File: src/rtl/alu_result_merger_pkg.sv
// Shared types and constants for the ALU result merger.
package alu_result_merger_pkg;

  // Source indices into the merger's input vectors
  localparam int ALU_RES_INT    = 0;
  localparam int ALU_RES_MULDIV = 1;
  localparam int ALU_RES_DOT8   = 2;

  // One flattened result beat: payload plus writeback tag (64 bits total)
  typedef struct packed {
    logic [23:0] data;
    logic [7:0]  uuid;
    logic [3:0]  wid;
    logic [3:0]  tmask;
    logic [15:0] PC;
    logic        wb;
    logic [4:0]  rd;
    logic [1:0]  pid;
  } alu_result_t;

  // Arbiter state: free to rotate, or pinned to one source mid-packet
  typedef enum logic {
    ARB_IDLE   = 1'b0,
    ARB_LOCKED = 1'b1
  } arb_state_e;

  // Source-index width; never zero even for a single source
  function automatic int sel_bits(input int n);
    return (n > 1) ? $clog2(n) : 1;
  endfunction

endpackage

File: src/rtl/alu_merge_skid_buf.sv
// 2-entry registered FIFO between the merger arbiter and the output.
// space depends on registered occupancy only, so downstream ready never
// reaches the upstream ready path combinationally.
module alu_merge_skid_buf #(
  parameter int WIDTH = 8
) (
  input  logic             clk,
  input  logic             reset,
  input  logic             push,
  input  logic [WIDTH-1:0] push_data,
  output logic             space,
  input  logic             pop,
  output logic             valid,
  output logic [WIDTH-1:0] data
);

  logic [WIDTH-1:0] r_mem [2];
  logic             r_wr_ptr;
  logic             r_rd_ptr;
  logic [1:0]       r_count;
  logic             w_push;
  logic             w_pop;

  assign space  = ~r_count[1];
  assign valid  = (r_count != 2'd0);
  assign data   = r_mem[r_rd_ptr];
  assign w_push = push & space;
  assign w_pop  = pop & valid;

  // Storage: written on push, no reset needed (qualified by count)
  always_ff @(posedge clk) begin
    if (w_push) r_mem[r_wr_ptr] <= push_data;
  end

  // Pointers and occupancy
  always_ff @(posedge clk) begin
    if (reset) begin
      r_wr_ptr <= 1'b0;
      r_rd_ptr <= 1'b0;
      r_count  <= 2'd0;
    end else begin
      if (w_push) r_wr_ptr <= ~r_wr_ptr;
      if (w_pop)  r_rd_ptr <= ~r_rd_ptr;
      case ({w_push, w_pop})
        2'b10:   r_count <= r_count + 2'd1;
        2'b01:   r_count <= r_count - 2'd1;
        default: r_count <= r_count;
      endcase
    end
  end

endmodule

File: src/rtl/alu_result_merger.sv
// Merges the ALU sub-unit result streams into one commit stream.
// Arbitration is round-robin per packet: once an eop=0 beat is taken from a
// source, only that source is served until its eop beat is accepted.
module alu_result_merger
  import alu_result_merger_pkg::*;
#(
  parameter int NUM_INPUTS = 3,
  parameter int DATA_WIDTH = 64,
  parameter int SEL_BITS   = sel_bits(NUM_INPUTS)
) (
  input  logic                                 clk,
  input  logic                                 reset,
  input  logic [NUM_INPUTS-1:0]                in_valid,
  input  logic [NUM_INPUTS-1:0][DATA_WIDTH-1:0] in_data,
  input  logic [NUM_INPUTS-1:0]                in_sop,
  input  logic [NUM_INPUTS-1:0]                in_eop,
  output logic [NUM_INPUTS-1:0]                in_ready,
  output logic                                 out_valid,
  output logic [DATA_WIDTH-1:0]                out_data,
  output logic                                 out_sop,
  output logic                                 out_eop,
  output logic [SEL_BITS-1:0]                  out_sel,
  input  logic                                 out_ready
);

  localparam int BUF_W = DATA_WIDTH + 2 + SEL_BITS;

  arb_state_e            r_state;
  logic [SEL_BITS-1:0]   r_lock_src;
  logic [SEL_BITS-1:0]   r_rr_ptr;

  logic [NUM_INPUTS-1:0] w_req;
  logic                  w_found;
  logic [SEL_BITS-1:0]   w_gidx;
  logic                  w_space;
  logic                  w_accept;
  logic [DATA_WIDTH-1:0] w_gdata;
  logic                  w_gsop;
  logic                  w_geop;
  logic [SEL_BITS-1:0]   w_next_ptr;
  logic [BUF_W-1:0]      w_push_data;
  logic [BUF_W-1:0]      w_buf_data;
  logic                  w_buf_valid;

  // Eligible requesters: everyone when idle, only the owner when locked
  always_comb begin
    w_req = '0;
    for (int i = 0; i < NUM_INPUTS; i++)
      w_req[i] = in_valid[i] & ((r_state == ARB_IDLE) || (int'(r_lock_src) == i));
  end

  // Round-robin pick: lowest requester at/after rr_ptr, else lowest below it
  always_comb begin
    w_found = 1'b0;
    w_gidx  = '0;
    for (int i = NUM_INPUTS - 1; i >= 0; i--) begin
      if (w_req[i] && (i < int'(r_rr_ptr))) begin
        w_found = 1'b1;
        w_gidx  = SEL_BITS'(i);
      end
    end
    for (int i = NUM_INPUTS - 1; i >= 0; i--) begin
      if (w_req[i] && (i >= int'(r_rr_ptr))) begin
        w_found = 1'b1;
        w_gidx  = SEL_BITS'(i);
      end
    end
  end

  assign w_accept   = w_found & w_space;
  assign w_next_ptr = (int'(w_gidx) == NUM_INPUTS - 1) ? '0 : w_gidx + 1'b1;

  // One-hot ready and the granted beat's payload
  always_comb begin
    in_ready = '0;
    w_gdata  = '0;
    w_gsop   = 1'b0;
    w_geop   = 1'b0;
    for (int i = 0; i < NUM_INPUTS; i++) begin
      if (w_accept && (w_gidx == SEL_BITS'(i))) begin
        in_ready[i] = 1'b1;
        w_gdata     = in_data[i];
        w_gsop      = in_sop[i];
        w_geop      = in_eop[i];
      end
    end
  end

  // Lock FSM and rotation pointer; both hold when nothing is accepted
  always_ff @(posedge clk) begin
    if (reset) begin
      r_state    <= ARB_IDLE;
      r_lock_src <= '0;
      r_rr_ptr   <= '0;
    end else if (w_accept) begin
      r_rr_ptr <= w_next_ptr;
      if (w_geop) begin
        r_state <= ARB_IDLE;
      end else begin
        r_state    <= ARB_LOCKED;
        r_lock_src <= w_gidx;
      end
    end
  end

  assign w_push_data = {w_gidx, w_gsop, w_geop, w_gdata};

  alu_merge_skid_buf #(
    .WIDTH (BUF_W)
  ) u_skid (
    .clk       (clk),
    .reset     (reset),
    .push      (w_accept),
    .push_data (w_push_data),
    .space     (w_space),
    .pop       (out_ready),
    .valid     (w_buf_valid),
    .data      (w_buf_data)
  );

  assign out_valid = w_buf_valid;
  assign out_data  = w_buf_data[DATA_WIDTH-1:0];
  assign out_eop   = w_buf_data[DATA_WIDTH];
  assign out_sop   = w_buf_data[DATA_WIDTH+1];
  assign out_sel   = (NUM_INPUTS == 1) ? '0 : w_buf_data[BUF_W-1 -: SEL_BITS];

  // Protocol checks (simulation)
  a_rdy_onehot: assert property (@(posedge clk) disable iff (reset) $onehot0(in_ready))
    else $error("in_ready has more than one bit set");

  for (genvar g = 0; g < NUM_INPUTS; g++) begin : g_chk
    a_valid_hold: assert property (@(posedge clk) disable iff (reset)
      (in_valid[g] && !in_ready[g]) |=> in_valid[g])
      else $error("source %0d dropped valid before accept", g);
    a_lock_excl: assert property (@(posedge clk) disable iff (reset)
      ((r_state == ARB_LOCKED) && (int'(r_lock_src) != g)) |-> !in_ready[g])
      else $error("source %0d accepted while another source holds the lock", g);
  end

endmodule

File: config.mk
export PLATFORM = sky130hd
export DESIGN_NAME = alu_result_merger
export DESIGN_NICKNAME = d
export VERILOG_FILES = /design/src/rtl/alu_result_merger_pkg.sv /design/src/rtl/alu_merge_skid_buf.sv /design/src/rtl/alu_result_merger.sv
export SDC_FILE = /design/constraint.sdc
export NUM_CORES = 1
export LEC_CHECK = 0
export CORE_ASPECT_RATIO = 1.25
export CORE_MARGIN = 5
export CORE_UTILIZATION = 50
export CTS_CLUSTER_SIZE = 20
export DETAILED_ROUTE_END_ITERATION = 10
export DONT_BUFFER_PORTS = 1
export GPL_ROUTABILITY_DRIVEN = 0
export PLACE_DENSITY = 0.68
export SLEW_MARGIN = 20
export SYNTH_ARGS = -nofsm -noshare
export SYNTH_HDL_FRONTEND = slang
export SYNTH_SLANG_ARGS = --single-unit
File: constraint.sdc
create_clock -name clk -period 4.5 [get_ports clk]
set_input_delay 0.225 -clock clk [delete_from_list [all_inputs] [get_ports clk]]
set_output_delay 0.225 -clock clk [all_outputs]
set_load 0.005 [all_outputs]
Word level (Yosys, flattened, before mapping)
Memories as Yosys holds them, arrays and structs flattened. A register that Yosys moved wholly into a read port is not among the register bits.
Index checks and enable logic that the tools add are counted.
- register bits: 9
- bits in writable memories: 136
- input port bits: 204
- output and inout port bits: 72
- memories kept: 1
- $add $sub $neg: 3
- order comparisons: 6
- eq/ne operators: 7
- multiplexer cells: 31
- bitwise logic cells: 11
- reductions and logical operators: 17
- memories (memory ; depth ; bits a word ; rd ports ; clocked after Yosys merged registers in ; write ports ; RTL line ; source):
    u_skid.r_mem ; 2 ; 68 ; 1 ; 1 ; 1 ; alu_merge_skid_buf.sv:17 ; logic [WIDTH-1:0] r_mem [2];
- operators by type and width (cell ; number):
    $mux W64 ; 3
    $mux W1 ; 20
    $mux W2 ; 7
    $eq A2 B2 Y1 const B ; 5
    $logic_and A1 B1 Y1 ; 9
    $and A1 B1 Y1 ; 6
    $not A1 Y1 ; 5
    $add A2 B1 Y2 const B ; 2
    $eq A2 B1 Y1 const B ; 2
    $ge A1 B2 Y1 const A ; 2
    $logic_not A2 Y1 ; 2
    $lt A1 B2 Y1 const A ; 2
    $pmux W2 S2 ; 1
    $reduce_bool A2 Y1 ; 2
    $logic_or A1 B1 Y1 ; 3
    $ge A2 B2 Y1 const A ; 1
    $lt A2 B2 Y1 const A ; 1
    $reduce_and A2 Y1 ; 1
    $sub A2 B1 Y2 const B ; 1

Logic depth before layout (Yosys ltp)
- depth after elaboration: 17
- depth in mapped cells: 10

By module
A second synthesis with hierarchy kept.
- cells, all modules: 585
- area total of the unflattened synthesis: 7144.4 sq um
- modules (own cells, without submodules) (module ; instances ; cells each ; area an instance (sq um) ; seq. area each (sq um)):
    alu_merge_skid_buf ; 1 ; 235 ; 5121.2 ; 4184.0
    alu_result_merger ; 1 ; 350 ; 2023.2 ; 100.1

Least setup slack after synthesis
Ideal clock, no wire load.
- path kind: register to register
- start point: register r_lock_src[0]
- end point: memory u_skid.r_mem[0][0] in the netlist's numbering, enable pin
- arrival: 4.252 ns
- path slack: -0.247 ns
- stages on the path, launching flop included: 8
- buffers on the path: 2
- period minus slack after synthesis: 4.747 ns
- cell sequence: dfxtp_1 > mux2i_1 > or2_1 > a311oi_4 > inv_2 > buf_6 > buf_6 > nor2_1
- longest elaborated chain between the ends: 14
- elaborated cells between the ends (all ways): 25
- those cells by class: 2 x eq/ne; 8 x mux; 5 x bitwise; 10 x reduce/logical
- ends and longest elaborated chain (item ; RTL line ; source):
    start: declaration ; alu_result_merger.sv:29 ; logic [SEL_BITS-1:0] r_lock_src;
    start signal: assignment ; alu_result_merger.sv:101 ; r_lock_src <= w_gidx;
    $eq A2 B2 Y1 ; alu_result_merger.sv:49 ; w_req[i] = in_valid[i] & ((r_state == ARB_IDLE) || (int'(r_lock_src) == i));
    $logic_or A1 B1 Y1 ; alu_result_merger.sv:49 ;
    $and A1 B1 Y1 ; alu_result_merger.sv:49 ;
    $logic_and A1 B1 Y1 ; alu_result_merger.sv:57 ; if (w_req[i] && (i < int'(r_rr_ptr))) begin
    $mux W1 (3 in a row) ; alu_result_merger.sv:57 ;
    $mux W1 (2 in a row) ; alu_result_merger.sv:63 ; if (w_req[i] && (i >= int'(r_rr_ptr))) begin
    $mux W1 (*) ; alu_result_merger.sv:63 ;
    $and A1 B1 Y1 (*) ; alu_result_merger.sv:70 ; assign w_accept = w_found & w_space;
    $and A1 B1 Y1 (*) ; alu_merge_skid_buf.sv:27 ; assign w_push = push & space;
    $mux W1 (*) ; alu_merge_skid_buf.sv:32 ; if (w_push) r_mem[r_wr_ptr] <= push_data;
    $mux W1 (not written as such) (*) ; alu_merge_skid_buf.sv:32 ;
    end: declaration ; alu_merge_skid_buf.sv:17 ;
Mark *: on every way between the ends. The rest lies on a longest branch, timed or not.

Worst setup path after layout
- start point: register r_state
- end point: output in_ready[1]
- elaborated cells between the ends (all ways): 29
- those cells by class: 1 x eq/ne; 13 x mux; 5 x bitwise; 10 x reduce/logical
- RTL lines (item ; RTL line ; source):
    start: declaration ; alu_result_merger.sv:28 ; arb_state_e r_state;
    start signal: assignment ; alu_result_merger.sv:92 ; r_state <= ARB_IDLE;
    start signal: assignment ; alu_result_merger.sv:98 ; r_state <= ARB_IDLE;
    start signal: assignment ; alu_result_merger.sv:100 ; r_state <= ARB_LOCKED;
    $not A1 Y1 (*) ; alu_result_merger.sv:49 ;
    $logic_or A1 B1 Y1 ; alu_result_merger.sv:49 ;
    $and A1 B1 Y1 ; alu_result_merger.sv:49 ;
    $logic_and A1 B1 Y1 ; alu_result_merger.sv:57 ;
    $mux W2 (2 in a row) ; alu_result_merger.sv:57 ;
    $mux W2 (2 in a row) ; alu_result_merger.sv:63 ;
    $mux W2 (*) ; alu_result_merger.sv:63 ;
    via u_skid.push_data[66] ; alu_merge_skid_buf.sv:10 ; input logic [WIDTH-1:0] push_data,
    $eq A2 B1 Y1 (*) ; alu_result_merger.sv:80 ; if (w_accept && (w_gidx == SEL_BITS'(i))) begin
    $logic_and A1 B1 Y1 (*) ; alu_result_merger.sv:80 ;
    $mux W1 (*) ; alu_result_merger.sv:80 ;
    end: declaration ; alu_result_merger.sv:17 ; output logic [NUM_INPUTS-1:0] in_ready,
The timed path passes the listed nets; every way through them passes the cells marked *.

==> run summary <==
run status -> completed
Worst path slowest cell -> nand2_4
CP Capture Type -> output pin
Syn-to-layout area delta -> 9.254%
Least-Margin Pin Slew -> 0.9526 ns
CP Launch Type -> register
CTS tree -> yes
Setup Buffers After CTS -> 0
final net count -> 769
final count of negative-setup-slack endpoints -> 0
cell family with most CP delay -> buffers and inverters
Die Y -> 146.5 um
commonest cells after routing, fill and taps aside -> edfxtp_1, nand2_1, nor2_1
most common cell after layout, fill and taps aside -> edfxtp_1
Clk Latency, worst-skew pair -> 0.41 ns
Crit Path Class -> register to output pin
Post-Syn Instances -> 584
skew final -> 0.007707 ns
Min-Delay Startpoint -> in_eop[2]
Routed WL -> 16.39 mm
layout cell share with drive strength beyond 1 -> 31.54%
Place WS -> 1.703 ns
drt pass-1 iters -> 5
Initial Utilization -> 50.24%
worst path cell trace -> inv_1, o21ai_2, o22ai_1, nand2_4, buf_12, inv_1, nand2_1, inv_1
Worst Setup SP -> r_state
fin crit share -> 69.71%
gr ovfl total -> 0
Worst R2R Start -> r_state
ANT nets after route -> 0
wire length per cell -> 21.59 um
YS warnings -> 0
worst-case clock buffer depth -> 2
first-pass GRT wire length -> 25.26 mm
DP HPWL -> 11.27 mm
Hold Path Class -> primary input to register
flops & latches, synth -> 146
WP data arrival -> 2.91 ns
flop2flop setup slack -> 1.74 ns
Buffers on Ports -> 0
total CTS buffers -> 17
H-tree depth -> 4
fin worst setup slack -> 1.363 ns
Buf+Inv Stages, Crit Path -> 4
sequential area share after synthesis -> 57.51%
fin crit period -> 3.137 ns
maxcap violations -> 0
top_reg_cell synth -> edfxtp_1
CP required -> 4.28 ns
Power Total -> 6791 uW
Starting DRT DRC Count -> 208
Via-to-Cell Ratio -> 6.065
Final Cell Area -> 0.008139 mm2
# diodes -> 0
Pleak -> 0.002788 uW
CP peak stage delay -> 0.59 ns
FMAX -> 318.8 MHz
vias after detailed routing -> 4,603
DR DRC count -> 0
vias in the first global route -> 4,898
Synth Area per Inst -> 12.76 um2
Post-DP Area -> 0.007498 mm2
IO Pins -> 276
Clock Sinks -> 146
Slew Viols, Final -> 0
Final Util -> 54.89%
syn_nets -> 789
slew margin rel. -> 36.49%
async set-reset flop share out of synthesis -> 0%
final hold violations -> 0
largest net degree at the start of global routing -> 75
initial antenna violation count -> 0
setup TNS -> 0 ns
post-CTS resize count -> 0
Pwr Density -> 834.4 mW/mm2
crit path max fanout -> 73
Post-synth EDFFs -> 136
root buf cell -> clkbuf_16
die width -> 119.2 um
RSZ-0062 raised after global routing -> no
die area -> 0.01746 mm2
core area -> 0.01483 mm2
number of distinct library cells after synthesis -> 41
GRT Util Overall -> 18.36%
CP most frequent cell -> inv_1
cell row count -> 50
worst vdd ir -> 0.6551 mV
clk slew on worst S/H paths -> 0.06 ns
synthesized area -> 0.007450 mm2
==> worst min-delay path, delay by kind of cell <==
kind             cells  cell delay, ns
and+or+nand+nor      3            0.19
==> worst paths after layout <==
| check | end | cells after the start |
|---|---|---|
| worst max-delay path | in_ready[1] | 8 |
| worst min-delay path | r_lock_src[1] | 3 |
| worst max register to register | u_skid.r_mem[0][55] | 7 |
| worst min register to register | register | 2 |
==> sequential cells by signal (all words and copies together) (netlist names), named ones only <==
signal           cells
r_lock_src           2
r_rr_ptr             2
r_state              1
u_skid.r_count       2
u_skid.r_mem       136
u_skid.r_rd_ptr      1
u_skid.r_wr_ptr      1
==> what timing repair did <==
action                                  4_1_cts  5_1_grt
endpoints found under the setup margin        0        0
endpoints found under the hold margin        10        0
hold buffers                                  1        0
==> where the power goes <==
group | internal, uW | switching [uW] | leakage [uW]
Combinational | 970 | 1640 | 0.00107
Clock | 913 | 512 | 0.000315
Sequential | 2510 | 247 | 0.00141
Total | 4390 | 2400 | 0.00279
==> per-stage QoR <==
| stage | hold WS [ns] | cells |
|---|---|---|
| after floorplan | 0.4397 | 584 |
| after global placement | 0.2907 | 726 |
| after detailed placement | 0.2928 | 726 |
| after CTS | 0.01374 | 759 |
| after global routing | 0.03328 | 759 |
| final | 0.04099 | 759 |
==> cells by family (layout without fill, tap and decap cells) <==
group           count (synthesis)  count (layout)  share of synthesized area [%]
buf+inv                        51              44                          3.695
fa+ha+maj                       1               1                         0.1679
simple gates                  229             229                          12.34
flops                         146             146                          57.51
mux                            70              70                          10.55
xor+xnor                        5               5                         0.5878
compound gates                 82              82                          15.15
==> layout make-up <==
type,instances,area [um2]
fillers,1241,6688
clock inverters,5,28.78
multi-input cells,387,2908
flip-flops and latches,146,4288
repair buffers,6,60.06
inverters,6,27.53
well taps,182,227.7
clock buffers,27,599.3
==> per-layer routing <==
layer  global-route usage [%]  part of all wire [%]  vias to the layer above
li1                         -                     -                     2130
met1                    20.75                    38                     2198
met2                    31.23                    51                      235
met3                    6.354                   8.1                       40
met4                    8.232                   3.2                        0
met5                        0                     0                        -
==> Yosys cell counts, drive strengths merged, types with 3 or more instances <==
cell	n	share of area [%]
buf	29	2.6
dfxtp	10	2.7
edfxtp	136	55
nor3	4	0.47
inv	6	0.30
a21oi	4	0.27
clkbuf	16	0.81
a311oi	66	13
nand3	3	0.20
o21ai	3	0.25
nor2	74	3.7
xnor2	4	0.47
mux2	68	10
nand2	135	6.8
and2	4	0.34
Note: power is estimated with default switching activity, not from simulation.
